<file path="src/rtl/rv32_hart_sched.sv">
// Round-robin hart scheduler for the multi-hart RV32 pipeline.
// Tracks a run state per hart and offers one RUN hart per cycle to fetch,
// rotating the search start point past each accepted hart.
module rv32_hart_sched #(
  parameter int NUM_HARTS = 8,
  parameter int HART_ID_W = $clog2(NUM_HARTS)
) (
  input  logic                   clk,
  input  logic                   rst,
  input  logic [NUM_HARTS-1:0]   hart_start,
  input  logic [NUM_HARTS-1:0]   trap_clear,
  input  logic                   dec_valid,
  input  logic [HART_ID_W-1:0]   dec_hart_id,
  input  logic                   dec_trap,
  input  logic                   dec_mem,
  input  logic                   mem_done_valid,
  input  logic [HART_ID_W-1:0]   mem_done_hart_id,
  input  logic                   issue_ready,
  output logic                   issue_valid,
  output logic [HART_ID_W-1:0]   issue_hart_id,
  output logic [2*NUM_HARTS-1:0] hart_state,
  output logic                   trap_pending,
  output logic [HART_ID_W-1:0]   trap_hart_id
);

  typedef enum logic [1:0] {
    IDLE = 2'b00,
    RUN  = 2'b01,
    WAIT = 2'b10,
    TRAP = 2'b11
  } hart_state_t;

  hart_state_t          state_q [NUM_HARTS];
  hart_state_t          state_d [NUM_HARTS];
  logic [HART_ID_W-1:0] rr_ptr;
  logic [HART_ID_W-1:0] search_idx;
  logic                 found;

  // Per-hart next state: trap beats memory completion beats entering WAIT,
  // and the trap_clear/hart_start pair can only move a hart one step per cycle.
  always_comb begin
    for (int k = 0; k < NUM_HARTS; k++) begin
      state_d[k] = state_q[k];
      if (dec_valid && dec_trap && (dec_hart_id == HART_ID_W'(k)) &&
          ((state_q[k] == RUN) || (state_q[k] == WAIT))) begin
        state_d[k] = TRAP;
      end else if (mem_done_valid && (mem_done_hart_id == HART_ID_W'(k)) &&
                   (state_q[k] == WAIT)) begin
        state_d[k] = RUN;
      end else if (dec_valid && dec_mem && !dec_trap &&
                   (dec_hart_id == HART_ID_W'(k)) && (state_q[k] == RUN)) begin
        state_d[k] = WAIT;
      end else if (trap_clear[k] && (state_q[k] == TRAP)) begin
        state_d[k] = IDLE;
      end else if (hart_start[k] && (state_q[k] == IDLE)) begin
        state_d[k] = RUN;
      end
    end
  end

  // Per-hart state register; reset parks every hart in IDLE.
  always_ff @(posedge clk) begin
    for (int k = 0; k < NUM_HARTS; k++) begin
      if (rst) begin
        state_q[k] <= IDLE;
      end else begin
        state_q[k] <= state_d[k];
      end
    end
  end

  // Rotating search for the first RUN hart starting at rr_ptr; index 0 when none.
  always_comb begin
    found         = 1'b0;
    search_idx    = '0;
    issue_hart_id = '0;
    for (int i = 0; i < NUM_HARTS; i++) begin
      search_idx = rr_ptr + HART_ID_W'(i);
      if (!found && (state_q[search_idx] == RUN)) begin
        found         = 1'b1;
        issue_hart_id = search_idx;
      end
    end
    issue_valid = found;
  end

  // Pointer moves just past an accepted hart; natural overflow gives the wrap.
  always_ff @(posedge clk) begin
    if (rst) begin
      rr_ptr <= '0;
    end else if (issue_valid && issue_ready) begin
      rr_ptr <= issue_hart_id + HART_ID_W'(1);
    end
  end

  // Flatten states for observation and report the lowest-index trapped hart.
  always_comb begin
    hart_state   = '0;
    trap_pending = 1'b0;
    trap_hart_id = '0;
    for (int k = NUM_HARTS - 1; k >= 0; k--) begin
      hart_state[2*k +: 2] = state_q[k];
      if (state_q[k] == TRAP) begin
        trap_pending = 1'b1;
        trap_hart_id = HART_ID_W'(k);
      end
    end
  end

endmodule
</file>
<file path="config.mk">
export PLATFORM = sky130hd
export DESIGN_NAME = rv32_hart_sched
export DESIGN_NICKNAME = d
export VERILOG_FILES = /design/src/rtl/rv32_hart_sched.sv
export SDC_FILE = /design/constraint.sdc
export NUM_CORES = 1
export LEC_CHECK = 0
export BUFFER_PORTS_ARGS = -buffer_cell sky130_fd_sc_hd__clkbuf_2
export CAP_MARGIN = 20
export CORE_ASPECT_RATIO = 0.5
export CORE_MARGIN = 3
export CORE_UTILIZATION = 47
export DETAILED_ROUTE_END_ITERATION = 10
export PLACE_DENSITY = 0.7
export SLEW_MARGIN = 20
export SYNTH_ARGS = -nofsm -noshare
export SYNTH_HDL_FRONTEND = slang
export SYNTH_SLANG_ARGS = --single-unit
</file>
<file path="constraint.sdc">
create_clock -name clk -period 5.05 [get_ports clk]
set_clock_uncertainty 0.2 [all_clocks]
set_input_delay 1.01 -clock clk [delete_from_list [all_inputs] [get_ports clk]]
set_output_delay 1.01 -clock clk [all_outputs]
set_load 0.005 [all_outputs]
</file>
==> flow_summary.yaml, run 1 <==
cts:
  cts_resized: 0
  numCtsBuffers: 3
  cts_sinks: 22
  clockBufferDepth: 2
  cts_tree: "done"
  hold_buffers: 0
  h-tree-depth: 1
  clk_latency_ps: 260
  clk_pin_slew_ps: 60
  post-cts-setup-buffers: 0
  cts_root_buf: "clkbuf_16"
die:
  fp.dieH_um: 60.1
  pin_count: 53
  coreArea_mm2: 0.00556
  die_area_mm2: 0.00687
  die_w_um: 114
  initial_core_util_pct: 49.5
  num_rows: 19
synth:
  synth_cells: 325
  synth.avg_cell_area_um2: 8.48
  synthFlopType: "dfxtp_1"
  ys_types: 55
  synth-seq-area-share_pct: 16.0
  synth_nets: 389
  synth_warnings: 0
  synth-edff-count: 0
  synthArstFlopShare_pct: 0
  synthTopCellsByCount: "ha_1, nand2_1, inv_1"
  ys_ff_latch: 22
  ys_top_cells_by_area: "dfxtp_1, ha_1, mux4_2, mux2i_1, nand2_1"
  netlist_area_mm2: 0.00276
  yosys.area.top_type_share_pct: 16.0
  yosys.area.top_type: "dfxtp_1"
  synth.most_common_cell: "ha_1"
sta:
  max_slew_margin_pct: 56.4
  drv_slew: 0
  rsz0062_at_grt: "false"
  setup_violations: 0
  fin_crit_sh_pct: 87.3
  final_hold_viol_count: 0
  timing.setup.tns_ps: 0
  tightest_slew_ps: 648
  fmaxAchievable_mhz: 227
  fin_crit_ps: 4410
finish:
  layout-drive-gt1-share_pct: 22.6
  final_util_pct: 57.4
  syn2layout_area_growth_pct: 15.9
  diodes: 0
  finalNetCount: 441
detailed_routing:
  drt_iter0_markers: 195
  vias_per_cell: 6.07
  vias: 2725
  post_drt_wl_per_cell_um: 17.8
  ant_nets: 0
  dr.pass1.iters: 5
  wl_um: 8010
  drc: 0
critical_path:
  r2r_start: "rr_ptr[0]$_SDFFE_PP0P_"
  arrival_ps: 3200
  r2r_slack_ps: 1260
  reg2regPathDepth: 13
  crit_fanout: 5
  required_ps: 3840
  cp-start-kind: "flip-flop"
  path_class: "reg2out"
  cp-end-kind: "output pin"
  endpoint: "issue_hart_id[1]"
  crit_start: "rr_ptr[0]$_SDFFE_PP0P_"
place:
  port_buffers: 52
  dpl.hpwl_um: 6330
  gpl.final_weighted_congestion: 1.02
global_route:
  grt_remaining_overflow: 0
  grt_pass1_wl_um: 12500
  grt_use_total_pct: 22.9
  grt_max_degree: 22
  grt_pass1_vias: 2605
  antenna_found_initial: 0
min_path:
  hold_class: "reg2reg"
  hold_depth: 2
status:
  status: "complete, no violations"
power_and_ir_drop:
  peakVddDrop_v: 0.000318
  leakagePower_uw: 0.00135
  power.density_mw_per_mm2: 411
flow_run:
  maxCapViolations: 0
==> layout make-up <==
type | instances | area, um2
Tap cell | 73 | 91.3
Multi-Input combinational cell | 272 | 2200
Clock buffer | 4 | 88.8
Inverter | 23 | 86.3
Sequential cell | 22 | 440
Timing Repair Buffer | 55 | 283
Fill cell | 490 | 2370
==> how the worst min path moves through the flow <==
| stage | startpoint | end | slack, ps |
|---|---|---|---|
| after global routing | state_q[1][1]$_SDFFE_PP0P_ | state_q[1][1]$_SDFFE_PP0P_ | 460 |
| after global placement | state_q[1][1]$_SDFFE_PP0P_ | state_q[1][1]$_SDFFE_PP0P_ | 390 |
| after CTS | state_q[1][1]$_SDFFE_PP0P_ | state_q[1][1]$_SDFFE_PP0P_ | 420 |
| after detailed placement | state_q[3][1]$_SDFFE_PP0P_ | state_q[3][1]$_SDFFE_PP0P_ | 410 |
| after floorplan | state_q[4][1]$_SDFFE_PP0P_ | state_q[4][1]$_SDFFE_PP0P_ | 350 |
| final | state_q[1][1]$_SDFFE_PP0P_ | state_q[1][1]$_SDFFE_PP0P_ | 430 |
==> cell usage in the layout, fill, tap and decap left out, types with 2 or more instances in the layout <==
| cell type | count |
|---|---|
| a21bo_2 | 2 |
| a21oi_1 | 18 |
| a221oi_1 | 2 |
| a31oi_1 | 8 |
| a32oi_1 | 9 |
| a41oi_1 | 2 |
| and2_0 | 6 |
| and2_1 | 5 |
| and3_1 | 7 |
| and4b_1 | 2 |
| buf_4 | 3 |
| clkbuf_16 | 3 |
| clkbuf_2 | 52 |
| dfxtp_1 | 22 |
| ha_1 | 35 |
| inv_1 | 23 |
| mux2i_1 | 12 |
| mux4_2 | 13 |
| nand2_1 | 31 |
| nand2b_1 | 10 |
| nand3_1 | 2 |
| nand4b_1 | 6 |
| nor2_1 | 21 |
| nor2b_1 | 15 |
| nor3_1 | 6 |
| nor4_1 | 5 |
| nor4b_1 | 2 |
| nor4bb_1 | 3 |
| o2111ai_1 | 4 |
| o211ai_1 | 2 |
| o21a_1 | 4 |
| o21ai_0 | 14 |
| o41ai_2 | 2 |
==> metrics by stage <==
step	setup slack [ps]	instance area (um2)	hold slack, ps	power [uW]	cells
after floorplan	1090	2760	353	894	325
after global placement	1090	3090	393	1090	445
after detailed placement	970	3090	409	1110	445
after CTS	685	3180	419	1300	449
after global routing	375	3190	456	1400	449
final	640	3190	427	1310	449
==> critical path, stage by stage (launching register included) <==
cell and delay [ps]:
dfxtp_1 320, inv_1 110, ha_1 290, xnor2_1 430
mux4_2 580, or2_1 260, o2111a_2 220, and2_1 230
a211oi_1 240, o21ai_1 130, clkbuf_2 130
==> per-layer routing <==
layer,global-route usage (%),part of all wire [%]
met4,6.09,1.5
met2,40.3,46
met3,4.65,6.2
met1,29.1,46
met5,0,0
==> report_power, final <==
group          internal [uW]  switching [uW]
Clock                    121            68.3
Sequential               198            29.3
Combinational            391             504
Total                    711             602
==> logic make-up after synthesis <==
family	Yosys count	synth area share, %
XOR/XNOR	3	1.23
flip-flops	22	16.0
AO/OA/AOI/OAI	80	21.4
adder cells (fa/ha/maj)	35	15.9
multiplexers	26	15.4
AND/OR/NAND/NOR	128	25.7
buffers and inverters	31	4.40
Power figures use the tool's default switching activity.
==> run 2: changes to the inputs <==
==> constraint.sdc (replaced) <==
create_clock -name clk -period 5.05 [get_ports clk]
set_clock_uncertainty 0.2 [all_clocks]
set_input_delay 1.01 -clock clk [delete_from_list [all_inputs] [get_ports clk]]
set_output_delay 1.01 -clock clk [all_outputs]
set_load 0.01 [all_outputs]
==> flow_summary.yaml, run 2 (same netlist as run 1, synthesis figures left out) <==
finish:
  layout_common_cells: "clkbuf_2, ha_1, nand2_1"
  finalNetCount: 441
  diodes: 0
  final_cell_area_mm2: 0.00319
  layout_commonest_cell: "clkbuf_2"
  syn2layout_area_growth_pct: 15.7
  layout-drive-gt1-share_pct: 22.3
detailed_routing:
  vias: 2800
  drt_iter0_markers: 197
  drc: 0
  vias_per_cell: 6.24
  dr.pass1.iters: 7
  ant_nets: 0
  post_drt_wl_per_cell_um: 18.3
  wl_um: 8220
critical_path:
  cp-start-kind: "flip-flop"
  cp-end-kind: "output pin"
  arrival_ps: 3250
  path_class: "reg2out"
  reg2regPathDepth: 13
  r2r_start: "rr_ptr[0]$_SDFFE_PP0P_"
  crit_fanout: 5
  max_stage_delay_ps: 590
  crit_chain: "inv_1 -> ha_1 -> xnor2_1 -> mux4_2 -> mux2i_1 -> o41ai_2 -> o21a_1 -> a211oi_1 -> o21ai_1 -> clkbuf_2"
  slowest_stage: "mux4_2"
  required_ps: 3840
  r2r_slack_ps: 1200
cts:
  hold_buffers: 0
  clk_latency_ps: 260
  cts_root_buf: "clkbuf_16"
  cts_tree: "done"
  cts_resized: 0
  clk_pin_slew_ps: 60
  clockBufferDepth: 2
  numCtsBuffers: 3
  h-tree-depth: 1
  post-cts-setup-buffers: 0
  cts_sinks: 22
place:
  dpl.hpwl_um: 6410
  gpl.final_weighted_congestion: 1.01
  dpl-instance-area_mm2: 0.00309
  port_buffers: 52
global_route:
  antenna_found_initial: 0
  grt_use_total_pct: 24.1
  grt_remaining_overflow: 0
  grt_pass1_vias: 2693
  grt_pass1_wl_um: 13100
  grt_max_degree: 22
sta:
  fin_crit_ps: 4460
  setup_violations: 0
  final_hold_viol_count: 0
  fmaxAchievable_mhz: 224
  timing.setup.tns_ps: 0
  drv_slew: 0
  fin_crit_sh_pct: 88.4
  max_slew_margin_pct: 32.7
  tightest_slew_ps: 1000
  rsz0062_at_grt: "false"
die:
  die_area_mm2: 0.00687
  initial_core_util_pct: 49.5
  pin_count: 53
  fp.dieH_um: 60.1
  die_w_um: 114
  num_rows: 19
  coreArea_mm2: 0.00556
min_path:
  min_to: "state_q[3][1]$_SDFFE_PP0P_"
  hold_class: "reg2reg"
  min_from: "state_q[3][1]$_SDFFE_PP0P_"
  hold_depth: 2
status:
  status: "complete, no violations"
power_and_ir_drop:
  power.density_mw_per_mm2: 420
  p_total_uw: 1340
  peakVddDrop_v: 0.000378
  leakagePower_uw: 0.00135
flow_run:
  maxCapViolations: 0
run 2: cell type report:
cell class | instances | area (um2)
timing repair buffer | 55 | 283
sequential | 22 | 440
fill | 535 | 2370
inverter | 23 | 86.3
clock buffer | 4 | 88.8
tap | 73 | 91.3
multi-input combinational | 272 | 2200
run 2: how the worst max path moves through the flow:
stage	start	end	slack, ps
final	rr_ptr[0]$_SDFFE_PP0P_	issue_hart_id[1]	590
after CTS	rr_ptr[0]$_SDFFE_PP0P_	issue_hart_id[1]	630
after global routing	rr_ptr[1]$_SDFFE_PP0P_	issue_hart_id[1]	390
after global placement	rr_ptr[0]$_SDFFE_PP0P_	issue_hart_id[1]	1060
after floorplan	rr_ptr[0]$_SDFFE_PP0P_	issue_hart_id[1]	1040
after detailed placement	rr_ptr[0]$_SDFFE_PP0P_	issue_hart_id[1]	930
run 2: critical path: cells and delay by family, from the launching register on:
family / cells / cell delay (ps)
adder cells (fa/ha/maj): 1 / 300
flip-flops: 1 / 330
XOR/XNOR: 1 / 430
AO/OA/AOI/OAI: 4 / 750
multiplexers: 2 / 930
buffers and inverters: 2 / 240
run 2: routing by layer:
metal | part of all wire (%) | GRT usage [%]
met5 | 0 | 0
met4 | 1.3 | 5.08
met3 | 6.1 | 3.03
met2 | 47 | 43.6
met1 | 45 | 31.2
run 2: stage by stage:
stage               worst slack [ps]  hold WS, ps  utilization, %  std cells
floorplan                       1040          380               -        325
global placement                1060          393            55.6        445
detailed placement               928          413            55.6        445
CTS                              634          423            57.2        449
global route                     392          466            57.3        449
finish                           588          426            57.3        449
run 2: power by group:
group          switching (uW)  leakage, uW  total, uW  internal, uW
clock network            70.0    0.0000442        191           121
registers                30.7     0.000181        229           198
logic                     527      0.00113        919           391
total                     628      0.00135       1340           711
==> run 3: changes to the inputs <==
==> constraint.sdc (replaced) <==
create_clock -name clk -period 5 [get_ports clk]
set_clock_uncertainty 0.2 [all_clocks]
set_input_delay 1 -clock clk [delete_from_list [all_inputs] [get_ports clk]]
set_output_delay 1 -clock clk [all_outputs]
set_load 0.01 [all_outputs]
==> flow_summary.yaml, run 3 (same netlist as run 1, synthesis figures left out) <==
power_and_ir_drop:
  power_frac_seq_pct: 17.4
  p_comb_share_pct: 69.6
  internal-power_uw: 703
  p_total_uw: 1320
  p_sw_uw: 619
  peakVddDrop_v: 0.000419
  leakagePower_uw: 0.00134
  power.density_mw_per_mm2: 416
  clkPwrFrac_pct: 13.0
  p_sw_share_pct: 46.8
detailed_routing:
  wl_um: 7780
  drt_iter0_markers: 248
  vias_per_cell: 6.12
  dr.pass1.iters: 5
  drc: 0
  ant_nets: 0
  post_drt_wl_per_cell_um: 17.4
  vias: 2742
critical_path:
  r2r_slack_ps: 1270
  crit_fanout: 20
  crit_chain: "buf_4 -> ha_1 -> xor2_1 -> buf_4 -> mux4_2 -> o41ai_2 -> a311oi_2 -> mux2i_1 -> clkbuf_2"
  worst-path-buf-inv: 3
  path_class: "reg2out"
  cp-end-kind: "output pin"
  cp-start-kind: "flip-flop"
  required_ps: 3800
  slowest_stage: "mux4_2"
  max_stage_delay_ps: 600
  crit_path_frequent_cell: "buf_4"
  arrival_ps: 3150
  critPathTopFamily: "multiplexers"
sta:
  drv_slew: 0
  max_slew_margin_pct: 56.2
  fin_crit_ps: 4350
  timing.setup.tns_ps: 0
  rsz0062_at_grt: "false"
  fin_crit_sh_pct: 87.0
  tightest_slew_ps: 639
  whs_ps: 417
  final_hold_viol_count: 0
  fmaxAchievable_mhz: 230
  setup_violations: 0
finish:
  final_util_pct: 57.2
  syn2layout_area_growth_pct: 15.4
  layout_common_cells: "clkbuf_2, ha_1, nand2_1"
  finalNetCount: 441
  final_cell_area_mm2: 0.00318
  layout_commonest_cell: "clkbuf_2"
  fill_cells: 520
  diodes: 0
  layout-drive-gt1-share_pct: 22.4
cts:
  cts_resized: 0
  cts_sinks: 22
  cts_tree: "done"
  clk_pin_slew_ps: 60
  hold_buffers: 0
  numCtsBuffers: 3
  clockBufferDepth: 2
  h-tree-depth: 1
  post-cts-setup-buffers: 0
  cts_root_buf: "clkbuf_16"
  clk_latency_ps: 260
place:
  gpl.final_weighted_congestion: 0.998
  dpl-instance-area_mm2: 0.00309
  port_buffers: 52
  dpl.hpwl_um: 6170
global_route:
  grt_remaining_overflow: 0
  grt_pass1_vias: 2567
  antenna_found_initial: 0
  grt_use_total_pct: 23.0
  grt_pass1_wl_um: 12600
  grt_max_degree: 22
die:
  die_area_mm2: 0.00687
  num_rows: 19
  die_w_um: 114
  coreArea_mm2: 0.00556
  pin_count: 53
  initial_core_util_pct: 49.5
  fp.dieH_um: 60.1
flow_run:
  maxCapViolations: 0
min_path:
  hold_class: "reg2reg"
status:
  status: "complete, no violations"
-- run 3: changes by cell type in the layout (fill, tap and decap cells not counted) --
cell / delta
nor3_2: +1
clkbuf_8: -1
nor3_1: -1
-- run 3: area by class of cell --
class	count	area, um2	area share [%]
Multi-Input combinational cell	272	2200	69.3
Clock buffer	3	75.1	2.36
Sequential cell	22	440	13.9
Inverter	23	86.3	2.72
Timing Repair Buffer	55	283	8.89
Tap cell	73	91.3	2.87
-- run 3: routing by layer --
layer | global-route usage [%] | wire length (um) | vias up
met2 | 40.8 | 3570 | 115
met3 | 3.74 | 517 | 11
li1 | - | - | 1325
met1 | 30.8 | 3620 | 1291
met4 | 2.71 | 76 | 0
met5 | 0 | 0 | -
-- run 3: final timing paths --
check	start	cells after the start	end
max	rr_ptr[0]$_SDFFE_PP0P_	9	issue_hart_id[0]
min	state_q[1][1]$_SDFFE_PP0P_	2	state_q[1][1]$_SDFFE_PP0P_
max reg2reg	rr_ptr[0]$_SDFFE_PP0P_	13	flip-flop
min reg2reg	state_q[1][1]$_SDFFE_PP0P_	2	state_q[1][1]$_SDFFE_PP0P_
-- run 3: stage by stage --
step	worst slack, ps	instances
2_1_floorplan	1000	325
3_3_place_gp	1020	445
3_5_place_dp	929	445
4_1_cts	650	448
5_1_grt	434	448
6_report	649	448
-- run 3: power by group through the flow --
stage	logic, uW	clock network, uW	registers, uW
4_1_cts	908	176	230
3_5_place_dp	904	0	234
5_1_grt	1010	186	234
3_3_place_gp	897	0	233
2_1_floorplan	693	0	229
6_report	920	172	230
-- run 3: worst reg2reg max path, stage by stage, from the launching register on --
cell and delay (ps):
dfxtp_1 320, inv_1 110, ha_1 300, xnor2_1 410
mux4_2 580, mux2i_1 320, o41ai_2 140, o21a_1 240
a211oi_1 220, o21ai_1 110, ha_1 220, nor2b_1 130
o2111ai_1 90, o221ai_1 180
